`src/rtl/acl2_ctrl_if.sv`:
```
// SPI byte-engine link between the ACL2 controller and the byte shifter.
//   begin_transmission : controller -> engine, held high for a whole multi-byte transaction
//   send_data          : controller -> engine, byte to shift out next
//   end_transmission   : engine -> controller, one-cycle pulse per completed byte
//   recieved_data      : engine -> controller, byte shifted in, valid with end_transmission
interface acl2_ctrl_if;
    logic       begin_transmission;
    logic [7:0] send_data;
    logic       end_transmission;
    logic [7:0] recieved_data;

    modport master (
        output begin_transmission,
        output send_data,
        input  end_transmission,
        input  recieved_data
    );

    modport slave (
        input  begin_transmission,
        input  send_data,
        output end_transmission,
        output recieved_data
    );
endinterface

```
`src/rtl/acl2_ctrl.sv`:
```
// ACL2 accelerometer controller: configures the sensor (FILTER_CTL, POWER_CTL) after a
// power-up delay, then periodically burst-reads X/Y/Z and publishes 12-bit samples.
//   i_clk, i_rst  : clock, synchronous active-high reset
//   i_enable      : permits periodic reads (sampled only while waiting)
//   spi_bus       : byte-engine link (master side)
//   o_accel_x/y/z : latest two's-complement samples
//   o_data_valid  : one-cycle pulse when o_accel_* update
//   o_init_done   : both configuration writes complete
//   o_busy        : transaction in flight or inter-transaction gap
module acl2_ctrl #(
    parameter logic [23:0] STARTUP_CYCLES = 24'd5_000_000,
    parameter logic [23:0] SAMPLE_PERIOD  = 24'd1_000_000,
    parameter logic [23:0] GAP_CYCLES     = 24'd10_000,
    parameter logic [7:0]  FILTER_CTL_VAL = 8'h13,
    parameter logic [7:0]  POWER_CTL_VAL  = 8'h02
) (
    input  logic        i_clk,
    input  logic        i_rst,
    input  logic        i_enable,
    acl2_ctrl_if.master spi_bus,
    output logic [11:0] o_accel_x,
    output logic [11:0] o_accel_y,
    output logic [11:0] o_accel_z,
    output logic        o_data_valid,
    output logic        o_init_done,
    output logic        o_busy
);

    typedef enum logic [3:0] {
        StStartup, StCfgFilter, StGap1, StCfgPower, StGap2, StWait, StRead, StGap3, StPublish
    } state_e;

    state_e      r_state;
    logic [23:0] r_cnt;
    logic [2:0]  r_byte_cnt;
    logic        r_first_wait;
    logic        r_begin;
    logic [7:0]  r_send;
    logic [7:0]  r_xl, r_xh, r_yl, r_yh, r_zl, r_zh;
    logic [11:0] r_accel_x, r_accel_y, r_accel_z;
    logic        r_dv, r_init_done, r_busy;

    logic [23:0] w_limit;
    logic        w_cnt_term;
    logic [23:0] w_cnt_sat;
    logic [2:0]  w_next_idx;
    logic [7:0]  w_next_byte;
    logic        w_last_byte;
    logic        w_et;
    logic [7:0]  w_rd;

    assign w_et = spi_bus.end_transmission;
    assign w_rd = spi_bus.recieved_data;

    always_comb begin
        w_limit = GAP_CYCLES;
        case (r_state)
            StStartup: w_limit = STARTUP_CYCLES;
            StWait:    w_limit = SAMPLE_PERIOD;
            default:   w_limit = GAP_CYCLES;
        endcase
    end

    // Terminal when this cycle completes the required count; the count then holds (no wrap).
    assign w_cnt_term = ({1'b0, r_cnt} + 25'd1) >= {1'b0, w_limit};
    assign w_cnt_sat  = w_cnt_term ? r_cnt : r_cnt + 24'd1;

    assign w_next_idx  = r_byte_cnt + 3'd1;
    assign w_last_byte = (r_state == StRead) ? (r_byte_cnt == 3'd7) : (r_byte_cnt == 3'd2);

    always_comb begin
        w_next_byte = 8'h00;
        case (r_state)
            StCfgFilter: w_next_byte = (w_next_idx == 3'd1) ? 8'h2C : FILTER_CTL_VAL;
            StCfgPower:  w_next_byte = (w_next_idx == 3'd1) ? 8'h2D : POWER_CTL_VAL;
            StRead:      w_next_byte = (w_next_idx == 3'd1) ? 8'h0E : 8'h00;
            default:     w_next_byte = 8'h00;
        endcase
    end

    always_ff @(posedge i_clk) begin
        if (i_rst) begin
            r_state      <= StStartup;
            r_cnt        <= 24'd0;
            r_byte_cnt   <= 3'd0;
            r_first_wait <= 1'b0;
            r_begin      <= 1'b0;
            r_send       <= 8'h00;
            r_xl         <= 8'h00;
            r_xh         <= 8'h00;
            r_yl         <= 8'h00;
            r_yh         <= 8'h00;
            r_zl         <= 8'h00;
            r_zh         <= 8'h00;
            r_accel_x    <= 12'h000;
            r_accel_y    <= 12'h000;
            r_accel_z    <= 12'h000;
            r_dv         <= 1'b0;
            r_init_done  <= 1'b0;
            r_busy       <= 1'b0;
        end else begin
            r_dv <= 1'b0;
            case (r_state)
                StStartup, StGap1: begin
                    if (w_cnt_term) begin
                        r_state    <= (r_state == StStartup) ? StCfgFilter : StCfgPower;
                        r_cnt      <= 24'd0;
                        r_begin    <= 1'b1;
                        r_send     <= 8'h0A;
                        r_byte_cnt <= 3'd0;
                        r_busy     <= 1'b1;
                    end else begin
                        r_cnt <= w_cnt_sat;
                    end
                end
                StCfgFilter, StCfgPower, StRead: begin
                    if (w_et) begin
                        if (r_state == StRead) begin
                            case (r_byte_cnt)
                                3'd2:    r_xl <= w_rd;
                                3'd3:    r_xh <= w_rd;
                                3'd4:    r_yl <= w_rd;
                                3'd5:    r_yh <= w_rd;
                                3'd6:    r_zl <= w_rd;
                                3'd7:    r_zh <= w_rd;
                                default: ;
                            endcase
                        end
                        if (w_last_byte) begin
                            r_begin <= 1'b0;
                            r_cnt   <= 24'd0;
                            r_state <= (r_state == StCfgFilter) ? StGap1 :
                                       (r_state == StCfgPower)  ? StGap2 : StGap3;
                        end else begin
                            r_send     <= w_next_byte;
                            r_byte_cnt <= w_next_idx;
                        end
                    end
                end
                StGap2: begin
                    if (w_cnt_term) begin
                        r_state      <= StWait;
                        r_cnt        <= 24'd0;
                        r_init_done  <= 1'b1;
                        r_busy       <= 1'b0;
                        r_first_wait <= 1'b1;
                    end else begin
                        r_cnt <= w_cnt_sat;
                    end
                end
                StGap3: begin
                    if (w_cnt_term) begin
                        // Outputs change only here, so a partial read never escapes.
                        r_state   <= StPublish;
                        r_cnt     <= 24'd0;
                        r_accel_x <= {r_xh[3:0], r_xl};
                        r_accel_y <= {r_yh[3:0], r_yl};
                        r_accel_z <= {r_zh[3:0], r_zl};
                        r_dv      <= 1'b1;
                        r_busy    <= 1'b0;
                    end else begin
                        r_cnt <= w_cnt_sat;
                    end
                end
                StPublish: begin
                    r_state <= StWait;
                    r_cnt   <= 24'd0;
                end
                StWait: begin
                    // First wait after init is zero-length.
                    if ((r_first_wait || w_cnt_term) && i_enable) begin
                        r_state      <= StRead;
                        r_cnt        <= 24'd0;
                        r_begin      <= 1'b1;
                        r_send       <= 8'h0B;
                        r_byte_cnt   <= 3'd0;
                        r_busy       <= 1'b1;
                        r_first_wait <= 1'b0;
                    end else begin
                        r_cnt <= w_cnt_sat;
                    end
                end
                default: begin
                    r_state <= StStartup;
                    r_cnt   <= 24'd0;
                end
            endcase
        end
    end

    assign spi_bus.begin_transmission = r_begin;
    assign spi_bus.send_data          = r_send;
    assign o_accel_x                  = r_accel_x;
    assign o_accel_y                  = r_accel_y;
    assign o_accel_z                  = r_accel_z;
    assign o_data_valid               = r_dv;
    assign o_init_done                = r_init_done;
    assign o_busy                     = r_busy;

endmodule
```
`src/flat_wrapper.sv`:
```
// flat-port wrapper written by rule: the top's interface ports become plain ports
module acl2_ctrl_flat 
#(
    parameter logic [23:0] STARTUP_CYCLES = 24'd5_000_000,
    parameter logic [23:0] SAMPLE_PERIOD  = 24'd1_000_000,
    parameter logic [23:0] GAP_CYCLES     = 24'd10_000,
    parameter logic [7:0]  FILTER_CTL_VAL = 8'h13,
    parameter logic [7:0]  POWER_CTL_VAL  = 8'h02
)
  (i_clk, i_rst, i_enable, o_accel_x, o_accel_y, o_accel_z, o_data_valid, o_init_done, o_busy, spi_bus_begin_transmission, spi_bus_send_data, spi_bus_end_transmission, spi_bus_recieved_data);
  acl2_ctrl_if spi_bus_i ();
  input  logic i_clk;
  input  logic i_rst;
  input  logic i_enable;
  output logic [11:0] o_accel_x;
  output logic [11:0] o_accel_y;
  output logic [11:0] o_accel_z;
  output logic o_data_valid;
  output logic o_init_done;
  output logic o_busy;
  output wire logic [$bits(spi_bus_i.begin_transmission)-1:0] spi_bus_begin_transmission;
  output wire logic [$bits(spi_bus_i.send_data)-1:0] spi_bus_send_data;
  input wire logic [$bits(spi_bus_i.end_transmission)-1:0] spi_bus_end_transmission;
  input wire logic [$bits(spi_bus_i.recieved_data)-1:0] spi_bus_recieved_data;
  assign spi_bus_begin_transmission = spi_bus_i.begin_transmission;
  assign spi_bus_send_data = spi_bus_i.send_data;
  assign spi_bus_i.end_transmission = spi_bus_end_transmission;
  assign spi_bus_i.recieved_data = spi_bus_recieved_data;
  acl2_ctrl #(.STARTUP_CYCLES(STARTUP_CYCLES), .SAMPLE_PERIOD(SAMPLE_PERIOD), .GAP_CYCLES(GAP_CYCLES), .FILTER_CTL_VAL(FILTER_CTL_VAL), .POWER_CTL_VAL(POWER_CTL_VAL)) u_core (.i_clk(i_clk), .i_rst(i_rst), .i_enable(i_enable), .spi_bus(spi_bus_i), .o_accel_x(o_accel_x), .o_accel_y(o_accel_y), .o_accel_z(o_accel_z), .o_data_valid(o_data_valid), .o_init_done(o_init_done), .o_busy(o_busy));
endmodule
```
`config.mk`:
```
export PLATFORM = sky130hd
export DESIGN_NAME = acl2_ctrl_flat
export DESIGN_NICKNAME = d
export VERILOG_FILES = /design/src/rtl/acl2_ctrl_if.sv /design/src/rtl/acl2_ctrl.sv /design/src/flat_wrapper.sv
export SDC_FILE = /design/constraint.sdc
export NUM_CORES = 1
export LEC_CHECK = 0
export CAP_MARGIN = 20
export CORE_MARGIN = 8
export CORE_UTILIZATION = 45
export CTS_CLUSTER_DIAMETER = 60
export CTS_CLUSTER_SIZE = 12
export DETAILED_ROUTE_END_ITERATION = 12
export PLACE_DENSITY_LB_ADDON = 0.05
export SYNTH_ARGS = -nofsm -noshare
export SYNTH_HDL_FRONTEND = slang
export SYNTH_SLANG_ARGS = --single-unit
```
`constraint.sdc`:
```
create_clock -name i_clk -period 5.71 [get_ports i_clk]
set_input_delay 1.142 -clock i_clk [delete_from_list [all_inputs] [get_ports i_clk]]
set_output_delay 1.142 -clock i_clk [all_outputs]
set_load 0.005 [all_outputs]
```
==> impl_metrics.py <==
metrics = {
    "worst_setup_path": {
        "cp_cell_sequence": "ha_1 -> nand4_1 -> nor3_1 -> nand3_1 -> nor2_2 -> or4b_2 -> xnor2_1 -> ha_1 -> nand4_1 -> a311oi_1 -> nor4b_2 -> o22ai_1 -> a2111oi_4 -> buf_4 -> nor2_2 -> ha_1 -> inv_1 -> a222oi_1 -> nor2_1",
        "start_kind": "register",
        "end_kind": "register",
        "crit_family": "simple AND/OR/NAND/NOR gates",
        "path_common_cell": "ha_1",
        "critPathLaunch": "u_core.r_cnt[0]",
        "critPathBufInv": 2,
        "cp_slowest_cell": "or4b_2",
        "critical_path_class": "register to register",
        "critPathMaxStageDelay_ns": 0.64,
        "path_max_fanout": 10,
        "crit_required_ns": 5.98,
        "worstPathArrival_ns": 5.51,
        "r2r-start": "u_core.r_cnt[0]",
    },
    "place": {
        "gp_congestion": 0.903,
        "placedCellCount": 825,
        "hpwl_mm": 9.88,
        "port-buffer-count": 57,
    },
    "layout": {
        "syn2layout_area_growth_pct": 22.0,
        "final_cells": 857,
        "drive_gt1_frac": 0.0871,
        "final_nets": 709,
        "fillers": 1102,
        "diodes": 0,
    },
    "min_path": {
        "hold_start": "u_core.r_xh[0]",
        "hp-class": "register to register",
    },
    "global_route": {
        "grt_overflow": 0,
        "grt_first_pass_wirelength_mm": 23.0,
        "grt_max_degree": 56,
        "grtUsageTotal": 0.177,
        "antenna_found_initial": 0,
        "grt_pass1_vias": 4469,
    },
    "cts": {
        "htreeDepth": 4,
        "worstSkewPairLatency_ns": 0.41,
        "clkSinkCount": 114,
        "cts.clk_slew.worst_paths_ns": 0.05,
        "cts_buffer_depth": 2,
        "cts_root_buf": "clkbuf_16",
        "cts_tree": "yes",
        "cts_made_buffers": 17,
    },
    "logic_synthesis": {
        "yosys_register_bits": 114,
        "avgSynthCellArea_um2": 8.85,
        "synth_warnings": 0,
        "synth_seq_area_share": 0.410,
        "synthesis.area_mm2": 0.00557,
        "synth_edf_count": 0,
        "ys_types": 64,
        "async_flop_share": 0,
        "postSynthCellCount": 629,
        "synthFlopType": "dfxtp_1",
    },
    "sta": {
        "skew_ns": 0.00846,
        "rsz0062_at_grt": "no",
        "worstMarginPinSlew_ns": 0.955,
        "slew_violations": 0,
        "fmax_mhz": 191,
        "fin_crit_sh": 0.917,
        "setup_tns_ns": 0,
        "layout_min_cycle_time_ns": 5.23,
        "hold_viol": 0,
        "slew_headroom": 0.363,
        "setup_viol": 0,
    },
    "drt": {
        "drt-total-wl_mm": 14.0,
        "via_per_inst": 5.52,
        "drc": 0,
        "drtPass1Iterations": 4,
        "detail_route.wl_per_cell_um": 16.3,
        "vias": 4734,
        "drt_iter0_markers": 355,
        "ant_nets": 0,
    },
    "floorplanning": {
        "die_h_um": 127,
        "core-area_mm2": 0.0121,
        "die_w_um": 127,
        "ios": 60,
        "rows": 40,
        "dieArea_mm2": 0.0162,
        "initial_core_util": 0.462,
    },
    "status": {
        "status": "finished, final reports clean",
    },
    "power_and_ir_drop": {
        "powerDensity_mw_per_mm2": 271,
        "p_leak_nw": 2.91,
        "ir_drop_mv": 0.124,
    },
    "job": {
        "maxCapViolations": 0,
    },
}
## repair_timing
item	CTS	global route
gates resized for setup	0	1
setup buffers	0	0
hold buffers	0	0
endpoints found under the setup margin	0	1
endpoints found under the hold margin	0	0
## worst paths after layout
kind	endpoint	slack, ns	cells past startpoint
worst max-delay path	u_core.r_cnt[0]	0.48	19
worst min-delay path	u_core.r_xh[0]	0.45	2
worst max register to register	u_core.r_cnt[0]	0.48	19
worst min register to register	u_core.r_xh[0]	0.45	2
## placed cells by master (no fill, tap or decap), types with 7 or more instances in the layout
| cell | synthesis | layout |
|---|---|---|
| a21oi_1 | 37 | 37 |
| a22o_1 | 10 | 10 |
| and3_1 | 7 | 7 |
| buf_4 | 8 | 8 |
| clkbuf_16 | 0 | 17 |
| clkdlybuf4s50_1 | 0 | 56 |
| clkinv_2 | 0 | 7 |
| dfxtp_1 | 114 | 114 |
| ha_1 | 21 | 21 |
| inv_1 | 17 | 17 |
| mux2i_1 | 58 | 58 |
| nand2_1 | 46 | 46 |
| nand3_1 | 32 | 32 |
| nand4_1 | 16 | 16 |
| nor2_1 | 90 | 89 |
| nor3_1 | 7 | 7 |
| o21ai_0 | 19 | 18 |
| xnor2_1 | 13 | 13 |
## routing by layer
metal / GRT usage / share of wire / wire length [um]
met1: 0.218 / 0.46 / 6400
met2: 0.284 / 0.48 / 6690
met3: 0.0557 / 0.054 / 750
met4: 0.0651 / 0.011 / 154
met5: 0 / 0 / 0
## through the flow
stage / hold slack [ns] / utilization / total power [mW] / instance area [um2] / setup WS (ns)
after global placement: 0.444 / 0.518 / 0.887 / 6240 / 0.768
after detailed placement: 0.450 / 0.518 / 0.887 / 6240 / 0.511
after CTS: 0.456 / 0.563 / 1.86 / 6790 / 0.499
after global routing: 0.480 / 0.563 / 1.91 / 6790 / 0.0830
final: 0.452 / 0.563 / 1.84 / 6790 / 0.476
after floorplan: 0.436 / - / 0.862 / 5570 / 1.14
## power by group
group | switching [mW] | total [mW] | internal [mW]
registers | 0.00745 | 0.807 | 0.799
clock network | 0.355 | 0.969 | 0.613
logic | 0.0421 | 0.0651 | 0.0230
## Yosys cell counts, types with 5 or more instances
cell type | instances | area (um2)
dfxtp_1 | 114 | 2280
nor2_1 | 90 | 338
mux2i_1 | 58 | 581
nand2_1 | 46 | 173
a21oi_1 | 37 | 185
nand3_1 | 32 | 160
clkbuf_1 | 21 | 78.8
ha_1 | 21 | 263
o21ai_0 | 19 | 95.1
inv_1 | 17 | 63.8
nand4_1 | 16 | 100
xnor2_1 | 13 | 114
a22o_1 | 10 | 87.6
buf_2 | 9 | 45.0
buf_4 | 8 | 60.1
and3_1 | 7 | 43.8
nor3_1 | 7 | 35.0
a211oi_1 | 5 | 37.5
a221o_1 | 5 | 50.1
and2_1 | 5 | 31.3
nand2b_1 | 5 | 31.3
nor4_1 | 5 | 31.3
or4_1 | 5 | 37.5
## kinds of logic after synthesis
group / count (synthesis) / share of synthesized area
flops: 114 / 0.410
compound gates: 120 / 0.153
xor+xnor: 16 / 0.0252
simple gates: 243 / 0.214
other cells: 1 / 0.000673
buf+inv: 55 / 0.0445
mux: 59 / 0.106
fa+ha+maj: 21 / 0.0472
## worst reg2reg max path: stages (launching register included)
cell	delay, ns
dfxtp_1	0.45
ha_1	0.29
nand4_1	0.23
nor3_1	0.25
nand3_1	0.19
nor2_2	0.25
or4b_2	0.64
xnor2_1	0.18
ha_1	0.31
nand4_1	0.17
a311oi_1	0.26
nor4b_2	0.27
o22ai_1	0.17
a2111oi_4	0.42
buf_4	0.25
nor2_2	0.11
ha_1	0.32
inv_1	0.03
a222oi_1	0.25
nor2_1	0.07
## state kept, by name, summed over array words and instances (netlist names)
signal                             count
u_core.o_accel_x                      12
u_core.o_accel_y                      12
u_core.o_accel_z                      12
u_core.o_busy                          1
u_core.o_data_valid                    1
u_core.o_init_done                     1
u_core.r_byte_cnt                      3
u_core.r_cnt                          24
u_core.r_first_wait                    1
u_core.r_state                         4
u_core.r_xh                            4
u_core.r_xl                            8
u_core.r_yh                            4
u_core.r_yl                            8
u_core.r_zh                            4
u_core.r_zl                            8
u_core.spi_bus.begin_transmission      1
u_core.spi_bus.send_data               6
## final cells by class
| cell class | count | area, um2 | share of cell area |
|---|---|---|---|
| multi-input cells | 461 | 3060 | 0.451 |
| flip-flops and latches | 114 | 2280 | 0.336 |
| repair buffers | 65 | 626 | 0.0921 |
| clock buffers | 21 | 460 | 0.0678 |
| well taps | 168 | 210 | 0.0309 |
| clock inverters | 11 | 87.6 | 0.0129 |
| inverters | 17 | 63.8 | 0.00939 |
Note: power is estimated with default switching activity, not from simulation.
